===== src/rtl/param_serializer.sv =====
`default_nettype none
// ============================================================================
//  Module      : param_serializer
//  Description : FIFO-buffered parallel-to-serial framer. Each frame is a start
//                bit, DATA_W data bits, an optional even-parity bit and a stop bit.
//  Revision    : 1.0
// ============================================================================
module param_serializer #(
    parameter int DATA_W    = 8,
    parameter int DEPTH     = 4,
    parameter int LSB_FIRST = 0,
    parameter int PARITY_EN = 1
) (
    input  logic              clk,
    input  logic              rst,
    input  logic              in_valid,
    output logic              in_ready,
    input  logic [DATA_W-1:0] in_data,
    output logic              ser_out,
    output logic              busy,
    output logic              frame_done,
    output logic [15:0]       frames_sent
);
    localparam int AW = (DEPTH > 1) ? $clog2(DEPTH) : 1;
    localparam int CW = (DATA_W > 1) ? $clog2(DATA_W) : 1;

    localparam logic [CW-1:0] c_last_bit  = CW'(DATA_W - 1);
    localparam logic [AW:0]   c_depth     = (AW + 1)'(DEPTH);
    localparam logic          c_parity_en = (PARITY_EN != 0);

    localparam logic [2:0] S_IDLE   = 3'd0;
    localparam logic [2:0] S_START  = 3'd1;
    localparam logic [2:0] S_DATA   = 3'd2;
    localparam logic [2:0] S_PARITY = 3'd3;
    localparam logic [2:0] S_STOP   = 3'd4;

    logic [2:0]        r_state;
    logic [DATA_W-1:0] r_mem [DEPTH];
    logic [AW-1:0]     r_wr_ptr;
    logic [AW-1:0]     r_rd_ptr;
    logic [AW:0]       r_count;
    logic [DATA_W-1:0] r_shift;
    logic              r_parity;
    logic [CW-1:0]     r_bitcnt;
    logic              r_ser;
    logic              r_busy;
    logic              r_done;
    logic [15:0]       r_frames;

    logic              w_push;
    logic              w_pop;
    logic              w_head_bit;
    logic [DATA_W-1:0] w_head;
    logic [DATA_W-1:0] w_shifted;

    // Readiness depends only on stored occupancy, never on this cycle's pop.
    assign in_ready = !rst && (r_count != c_depth);
    assign w_push   = in_valid && in_ready;
    assign w_pop    = (r_count != '0) && ((r_state == S_IDLE) || (r_state == S_STOP));
    assign w_head   = r_mem[r_rd_ptr];

    generate
        if (LSB_FIRST != 0) begin : g_lsb_first
            assign w_head_bit = r_shift[0];
            assign w_shifted  = {1'b0, r_shift[DATA_W-1:1]};
        end else begin : g_msb_first
            assign w_head_bit = r_shift[DATA_W-1];
            assign w_shifted  = {r_shift[DATA_W-2:0], 1'b0};
        end
    endgenerate

    always_ff @(posedge clk) begin
        if (w_push) begin
            r_mem[r_wr_ptr] <= in_data;
        end
    end

    always_ff @(posedge clk) begin
        if (rst) begin
            r_wr_ptr <= '0;
            r_rd_ptr <= '0;
            r_count  <= '0;
        end else begin
            if (w_push) begin
                r_wr_ptr <= r_wr_ptr + AW'(1);
            end
            if (w_pop) begin
                r_rd_ptr <= r_rd_ptr + AW'(1);
            end
            case ({w_push, w_pop})
                2'b10:   r_count <= r_count + (AW + 1)'(1);
                2'b01:   r_count <= r_count - (AW + 1)'(1);
                default: r_count <= r_count;
            endcase
        end
    end

    always_ff @(posedge clk) begin
        if (rst) begin
            r_state  <= S_IDLE;
            r_shift  <= '0;
            r_parity <= 1'b0;
            r_bitcnt <= '0;
            r_ser    <= 1'b1;
            r_busy   <= 1'b0;
            r_done   <= 1'b0;
            r_frames <= '0;
        end else begin
            case (r_state)
                S_IDLE: begin
                    if (w_pop) begin
                        r_state  <= S_START;
                        r_shift  <= w_head;
                        r_parity <= ^w_head;
                        r_ser    <= 1'b0;
                        r_busy   <= 1'b1;
                    end
                end
                S_START: begin
                    r_state  <= S_DATA;
                    r_bitcnt <= '0;
                    r_ser    <= w_head_bit;
                    r_shift  <= w_shifted;
                end
                S_DATA: begin
                    if (r_bitcnt == c_last_bit) begin
                        if (c_parity_en) begin
                            r_state <= S_PARITY;
                            r_ser   <= r_parity;
                        end else begin
                            r_state <= S_STOP;
                            r_ser   <= 1'b1;
                            r_done  <= 1'b1;
                        end
                    end else begin
                        r_bitcnt <= r_bitcnt + CW'(1);
                        r_ser    <= w_head_bit;
                        r_shift  <= w_shifted;
                    end
                end
                S_PARITY: begin
                    r_state <= S_STOP;
                    r_ser   <= 1'b1;
                    r_done  <= 1'b1;
                end
                S_STOP: begin
                    r_done   <= 1'b0;
                    r_frames <= r_frames + 16'd1;
                    // Next queued word starts immediately so frames run back to back.
                    if (w_pop) begin
                        r_state  <= S_START;
                        r_shift  <= w_head;
                        r_parity <= ^w_head;
                        r_ser    <= 1'b0;
                    end else begin
                        r_state <= S_IDLE;
                        r_ser   <= 1'b1;
                        r_busy  <= 1'b0;
                    end
                end
                default: begin
                    r_state <= S_IDLE;
                    r_ser   <= 1'b1;
                    r_busy  <= 1'b0;
                    r_done  <= 1'b0;
                end
            endcase
        end
    end

    assign ser_out     = r_ser;
    assign busy        = r_busy;
    assign frame_done  = r_done;
    assign frames_sent = r_frames;

endmodule
`default_nettype wire


===== config.mk =====
export PLATFORM = sky130hd
export DESIGN_NAME = param_serializer
export DESIGN_NICKNAME = d
export VERILOG_FILES = /design/src/rtl/param_serializer.sv
export SDC_FILE = /design/constraint.sdc
export NUM_CORES = 1
export LEC_CHECK = 0
export CORE_ASPECT_RATIO = 0.7
export CORE_MARGIN = 2
export CORE_UTILIZATION = 35
export DETAILED_ROUTE_END_ITERATION = 10
export PLACE_DENSITY_LB_ADDON = 0.3
export SETUP_SLACK_MARGIN = 0.1
export SLEW_MARGIN = 40
export SYNTH_ARGS = -nofsm -noshare
export SYNTH_HDL_FRONTEND = slang
export SYNTH_SLANG_ARGS = --single-unit

===== constraint.sdc =====
create_clock -name clk -period 2.7 [get_ports clk]
set_clock_uncertainty 0.2 [all_clocks]
set_input_delay 0.27 -clock clk [delete_from_list [all_inputs] [get_ports clk]]
set_output_delay 0.27 -clock clk [all_outputs]
set_load 0.005 [all_outputs]

==> After elaboration in Yosys (flattened, before gate mapping) <==
Memory sizes are Yosys's and may differ from the RTL's. A register that Yosys moved wholly into a read port is not among the register bits.
Index checks and enable logic that the tools add are counted.
{ "word_totals": {"ff_bits": 41, "latch_bits": 0, "ramBits": 32, "rom_bits": 0, "in_bits": 11, "output_inout_bits": 20, "elab_cells": 73, "n_memories": 1} }
{ "memory_table": {"columns": ["name", "depth", "width", "rd", "rd_ports_with_merged_regs", "wr", "line", "rtl"], "rows": [
  ["r_mem", 4, 8, 1, 1, 1, "38", "logic [DATA_W-1:0] r_mem [DEPTH];"]
]} }
{ "op_classes": {"add_sub_neg": 6, "mul": 0, "div": 0, "n_lt_le_gt_ge": 0, "n_eq_ne": 13, "n_shift": 0, "muxes": 22, "bitwise": 1, "n_reduce_logical": 19} }
{ "op_table": {"columns": ["operator", "n"], "rows": [
  ["one-hot mux 8 bit (3 select lines)", 1],
  ["adder 16 x 1 -> 16 bit (second input constant)", 1],
  ["two-way mux 8 bit", 2],
  ["one-hot mux 3 bit (5 select lines)", 1],
  ["one-hot mux 3 bit (2 select lines)", 2],
  ["two-way mux 3 bit", 3],
  ["two-way mux 1 bit", 8],
  ["!= test 2 bit (second input constant)", 4],
  ["parity 8 bit", 1],
  ["adder 3 x 1 -> 3 bit (second input constant)", 2],
  ["== test 3 x 2 -> 1 bit (second input constant)", 2],
  ["== test 3 bit (second input constant)", 2],
  ["AND reduction 2 bit", 3],
  ["AND reduction 3 bit", 2],
  ["nonzero test 3 bit", 2],
  ["OR reduction 3 bit", 2],
  ["adder 2 x 1 -> 2 bit (second input constant)", 2],
  ["two-way mux 2 bit", 2],
  ["one-hot mux 1 bit (4 select lines)", 1],
  ["nonzero test 2 bit", 2],
  ["== test 3 x 1 -> 1 bit (second input constant)", 1],
  ["logical AND 1 bit", 3],
  ["logical NOT 3 bit", 1],
  ["!= test 3 bit (second input constant)", 1],
  ["10 further kinds", 10]
]} }

==> Depth between registers and ports, before layout <==
{ "depth": {"word_depth": 5, "mapped_depth": 9, "ltp_nobuf": 9} }

==> Least setup slack after synthesis <==
No wires, ideal clock.
{ "synth_path": {"path_kind": "reg-to-reg", "startpoint": "reg r_count[0]", "endpoint": "reg r_count[2]", "setup_time_ps": 71, "arrival_ps": 2160, "t_required_ps": 2429, "path_slack_ps": 270, "stages_incl_launch_ff": 10, "n_path_buf": 0, "period_less_slack_ps": 2430, "path_cell_list": "dfxtp_1 nor2_1 a21oi_1 and2_1 inv_1 ha_1 fa_1 xnor2_1 or3_1 a21oi_1"} }
{ "synth_between": {"elab_chain_len": 5, "word_cells_on_any_way": 11} }
{ "synth_rtl": {"columns": ["item", "line", "rtl"], "rows": [
  ["start: declaration", "41", "logic [AW:0] r_count;"],
  ["start signal: assignment", "91", "2'b10: r_count <= r_count + (AW + 1)'(1);"],
  ["start signal: assignment", "92", "2'b01: r_count <= r_count - (AW + 1)'(1);"],
  ["start signal: assignment", "93", "default: r_count <= r_count;"],
  ["!= test 3 bit *", "57", "assign in_ready = !rst && (r_count != c_depth);"],
  ["logical AND 1 bit *", "57", null],
  ["net in_ready", "17", "output logic in_ready,"],
  ["logical AND 1 bit *", "58", "assign w_push = in_valid && in_ready;"],
  ["== test 2 x 1 -> 1 bit / == test 2 bit (equally long branches)", "90", "case ({w_push, w_pop})"],
  ["one-hot mux 3 bit (2 select lines) / nonzero test 2 bit (equally long branches)", null, null]
]} }
Mark *: on every way through the listed nets, which the timed path passes. The rest lies on a longest branch.
A chain may end at the register's enable or synchronous reset.

==> Final worst setup path <==
{ "layout_path": {"startpoint": "reg r_count[0]", "endpoint": "reg r_count[2]"} }
{ "layout_between": {"word_cells_on_any_way": 11} }
{ "layout_lines": {"columns": ["item", "line", "rtl"], "rows": [
  ["nonzero test 3 bit *", "59", "assign w_pop = (r_count != '0) && ((r_state == S_IDLE) || (r_state == S_STOP));"],
  ["logical AND 1 bit *", "59", null],
  ["net w_pop", "51", "logic w_pop;"],
  ["== test 2 x 1 -> 1 bit / == test 2 bit (equally long branches)", "90", null],
  ["one-hot mux 3 bit (2 select lines) / nonzero test 2 bit (equally long branches)", null, null]
]} }
Marked as above.

==> impl_metrics.ini <==
[status]
status = finished, final reports clean

[yosys]
syn_nets = 290
ys_ff_latch = 75
synth_edf_count = 32
synth_cell_types = 41
yosysTopAreaCellShare = 0.302
yosys-top-cells-area = edfxtp_1 (30%), dfxtp_1 (27%), mux4_2 (5.7%)
yosysSeqAreaShare = 0.572
synth_most_common_cell = dfxtp_1
syn_area_per_cell_um2 = 11.8
synth_area_leader_cell = edfxtp_1
synth_flop_cell = dfxtp_1
yosys-top-cells-count = dfxtp_1 (43), nor2_1 (38), edfxtp_1 (32)
yosysWarnings = 0
syn_inst = 270
syn_area_mm2 = 0.00319
synth-async-reset-ratio = 0

[min_path]
min_path_type = reg2reg
min_path_cells = 2
worstHoldStart = r_shift[2]

[clocking]
cts_hold_buffers = 0
cts_root_buf = clkbuf_16
clkSinkCount = 75
numCtsBuffers = 9
cts_resized = 0
postCtsSetupBuffers = 0
clock_latency_ns = 0.34
htreeDepth = 3
clk_pin_slew_ns = 0.06
cts.path.max_buffers = 2
cts_tree = yes

[sta]
setup_ws_ns = 0.317
timing_worst_slew_pin_value_ns = 0.588
rsz0062_at_grt = false
clock.fmax_mhz = 420
finalSetupViolCount = 0
fin_crit_sh = 0.882
relSlewSlack = 0.608
drv_slew = 0
hold_violations = 0
fin_crit_ns = 2.38
tns_ns = 0

[setup_path]
crit_chain = nor3_2 > nand2b_4 > inv_1 > ha_1 > fa_1 > xnor2_1 > or3_1 > a21oi_1
crit_family = simple AND/OR/NAND/NOR gates
r2r_start = r_count[0]
path_depth = 8
cp-start-kind = register
cp.arrival_ns = 2.45
worstSetupPathType = reg2reg
worstSetupStartpoint = r_count[0]
cp_slowest_cell = fa_1
cp_max_fo = 6
cp.required_ns = 2.77
slowest_delay_ns = 0.39
cp_num_buf_inv = 1
cp-end-kind = register
r2r_cells = 8

[drt]
dr_wl_met2_um = 2730
drcViolationCount = 0
dr.pass1.iters = 5
drt-met1-wl_um = 3000
wirelength_um = 6130
vias = 2088
top_layer = met4
wl_met3_um = 341
routed_via_density = 4.78
avgRoutedWirePerCell_um = 14.0
ant_nets = 0
initialDrtViolationCount = 117

[global_route]
antenna_found_initial = 0
grt_max_degree = 43
grt_first_pass_wirelength_um = 10400
first_global_vias = 2012
grt_usage = 0.135
gr-total-overflow = 0

[cells_and_area]
diodes = 0
synthToLayoutAreaGrowth_pct = 25.1
fin_util = 0.445
fin_nets = 328
layout-drive-gt1-share = 0.128

[floorplan]
ios = 31
num_rows = 29
core_mm2 = 0.00896
die_area_mm2 = 0.00989
die_w_um = 118
start_util = 0.355
fp.dieH_um = 83.8

[place]
routabilityCongestion = 0.756
dp_slack_ns = 0.0792
place_hpwl_um = 4120
io_buffers = 30

[power_and_ir_drop]
irDropWorstVdd_mv = 0.493
leakagePower_uw = 0.00139
p_per_area_mw_per_mm2 = 1020

[flow_run]
drv_cap = 0
## worst paths after layout
check / slack (ns) / endpoint
hold / removal: 0.30 / r_shift[3]
setup reg to reg: 0.32 / r_count[2]
hold reg to reg: 0.30 / r_shift[3]
setup / recovery: 0.32 / r_count[2]
## routing by layer
| layer | up-vias | global-route usage |
|---|---|---|
| met1 | 996 | 0.184 |
| li1 | 1043 | - |
| met4 | 0 | 0.0427 |
| met2 | 42 | 0.196 |
| met5 | - | 0 |
| met3 | 7 | 0.0540 |
## cell usage in the layout, fill, tap and decap left out, types with 3 or more instances in the layout
cell type,netlist,routed
a22oi_1,3,3
dfxtp_1,43,43
nand3_1,4,4
nand2_1,16,16
clkdlybuf4s50_1,0,30
edfxtp_1,32,32
xnor2_1,18,18
inv_1,7,7
ha_1,8,8
nor3_1,7,6
and3_1,5,5
or3_1,4,4
clkbuf_16,0,9
mux2i_1,4,4
nand4_1,3,3
nor2_1,38,38
a311oi_1,7,7
buf_4,0,10
a21oi_1,8,8
xor2_1,7,7
mux4_2,8,8
nor4_1,4,4
o21ai_0,11,11
## layout make-up
cell class	count	area, um2
Multi-Input combinational cell	175	1290
Clock inverter	7	92.6
Sequential cell	75	1820
Inverter	7	26.3
Fill cell	817	4980
Tap cell	124	155
Clock buffer	9	225
Timing Repair Buffer	40	375
## sequential cells by signal (all words and copies together), names as in the netlist, 2 cells and up, named ones only
signal,count
r_shift,8
r_bitcnt,3
r_rd_ptr,2
r_mem,32
r_count,3
r_wr_ptr,2
frames_sent,16
r_state,3
## worst reg2reg max path: cells and delay by family, from the launching register on
| kind | cells | cell delay, ns |
|---|---|---|
| simple gates | 3 | 0.73 |
| flops | 1 | 0.36 |
| buf+inv | 1 | 0.11 |
| compound gates | 1 | 0.14 |
| xor+xnor | 1 | 0.14 |
| fa+ha+maj | 2 | 0.63 |
## kinds of logic after synthesis
| kind of cell | count (synthesis) | synth area share |
|---|---|---|
| muxes | 13 | 0.0727 |
| adders and majority gates | 9 | 0.0377 |
| and+or+nand+nor | 89 | 0.138 |
| DFF | 75 | 0.572 |
| xor gates and xnor gates | 25 | 0.0687 |
| buffers and inverters | 20 | 0.0271 |
| AOI/OAI and AO/OA | 39 | 0.0837 |
## through the flow
stage                     instance area, um2  instances  hold slack (ns)  total power [uW]
after CTS                               3970        437            0.293              4100
after global placement                  3660        421            0.284              2780
final                                   3990        437            0.297              4080
after floorplan                         3190        270            0.169              2480
after detailed placement                3660        421            0.289              2800
after global routing                    3990        437            0.318              4340
## power by group
part	internal, uW	switching, uW	total, uW
Sequential	1340	111	1450
Clock	805	469	1270
Combinational	648	706	1350
Total	2800	1290	4080
No activity file was read; power rests on OpenSTA's default activity.
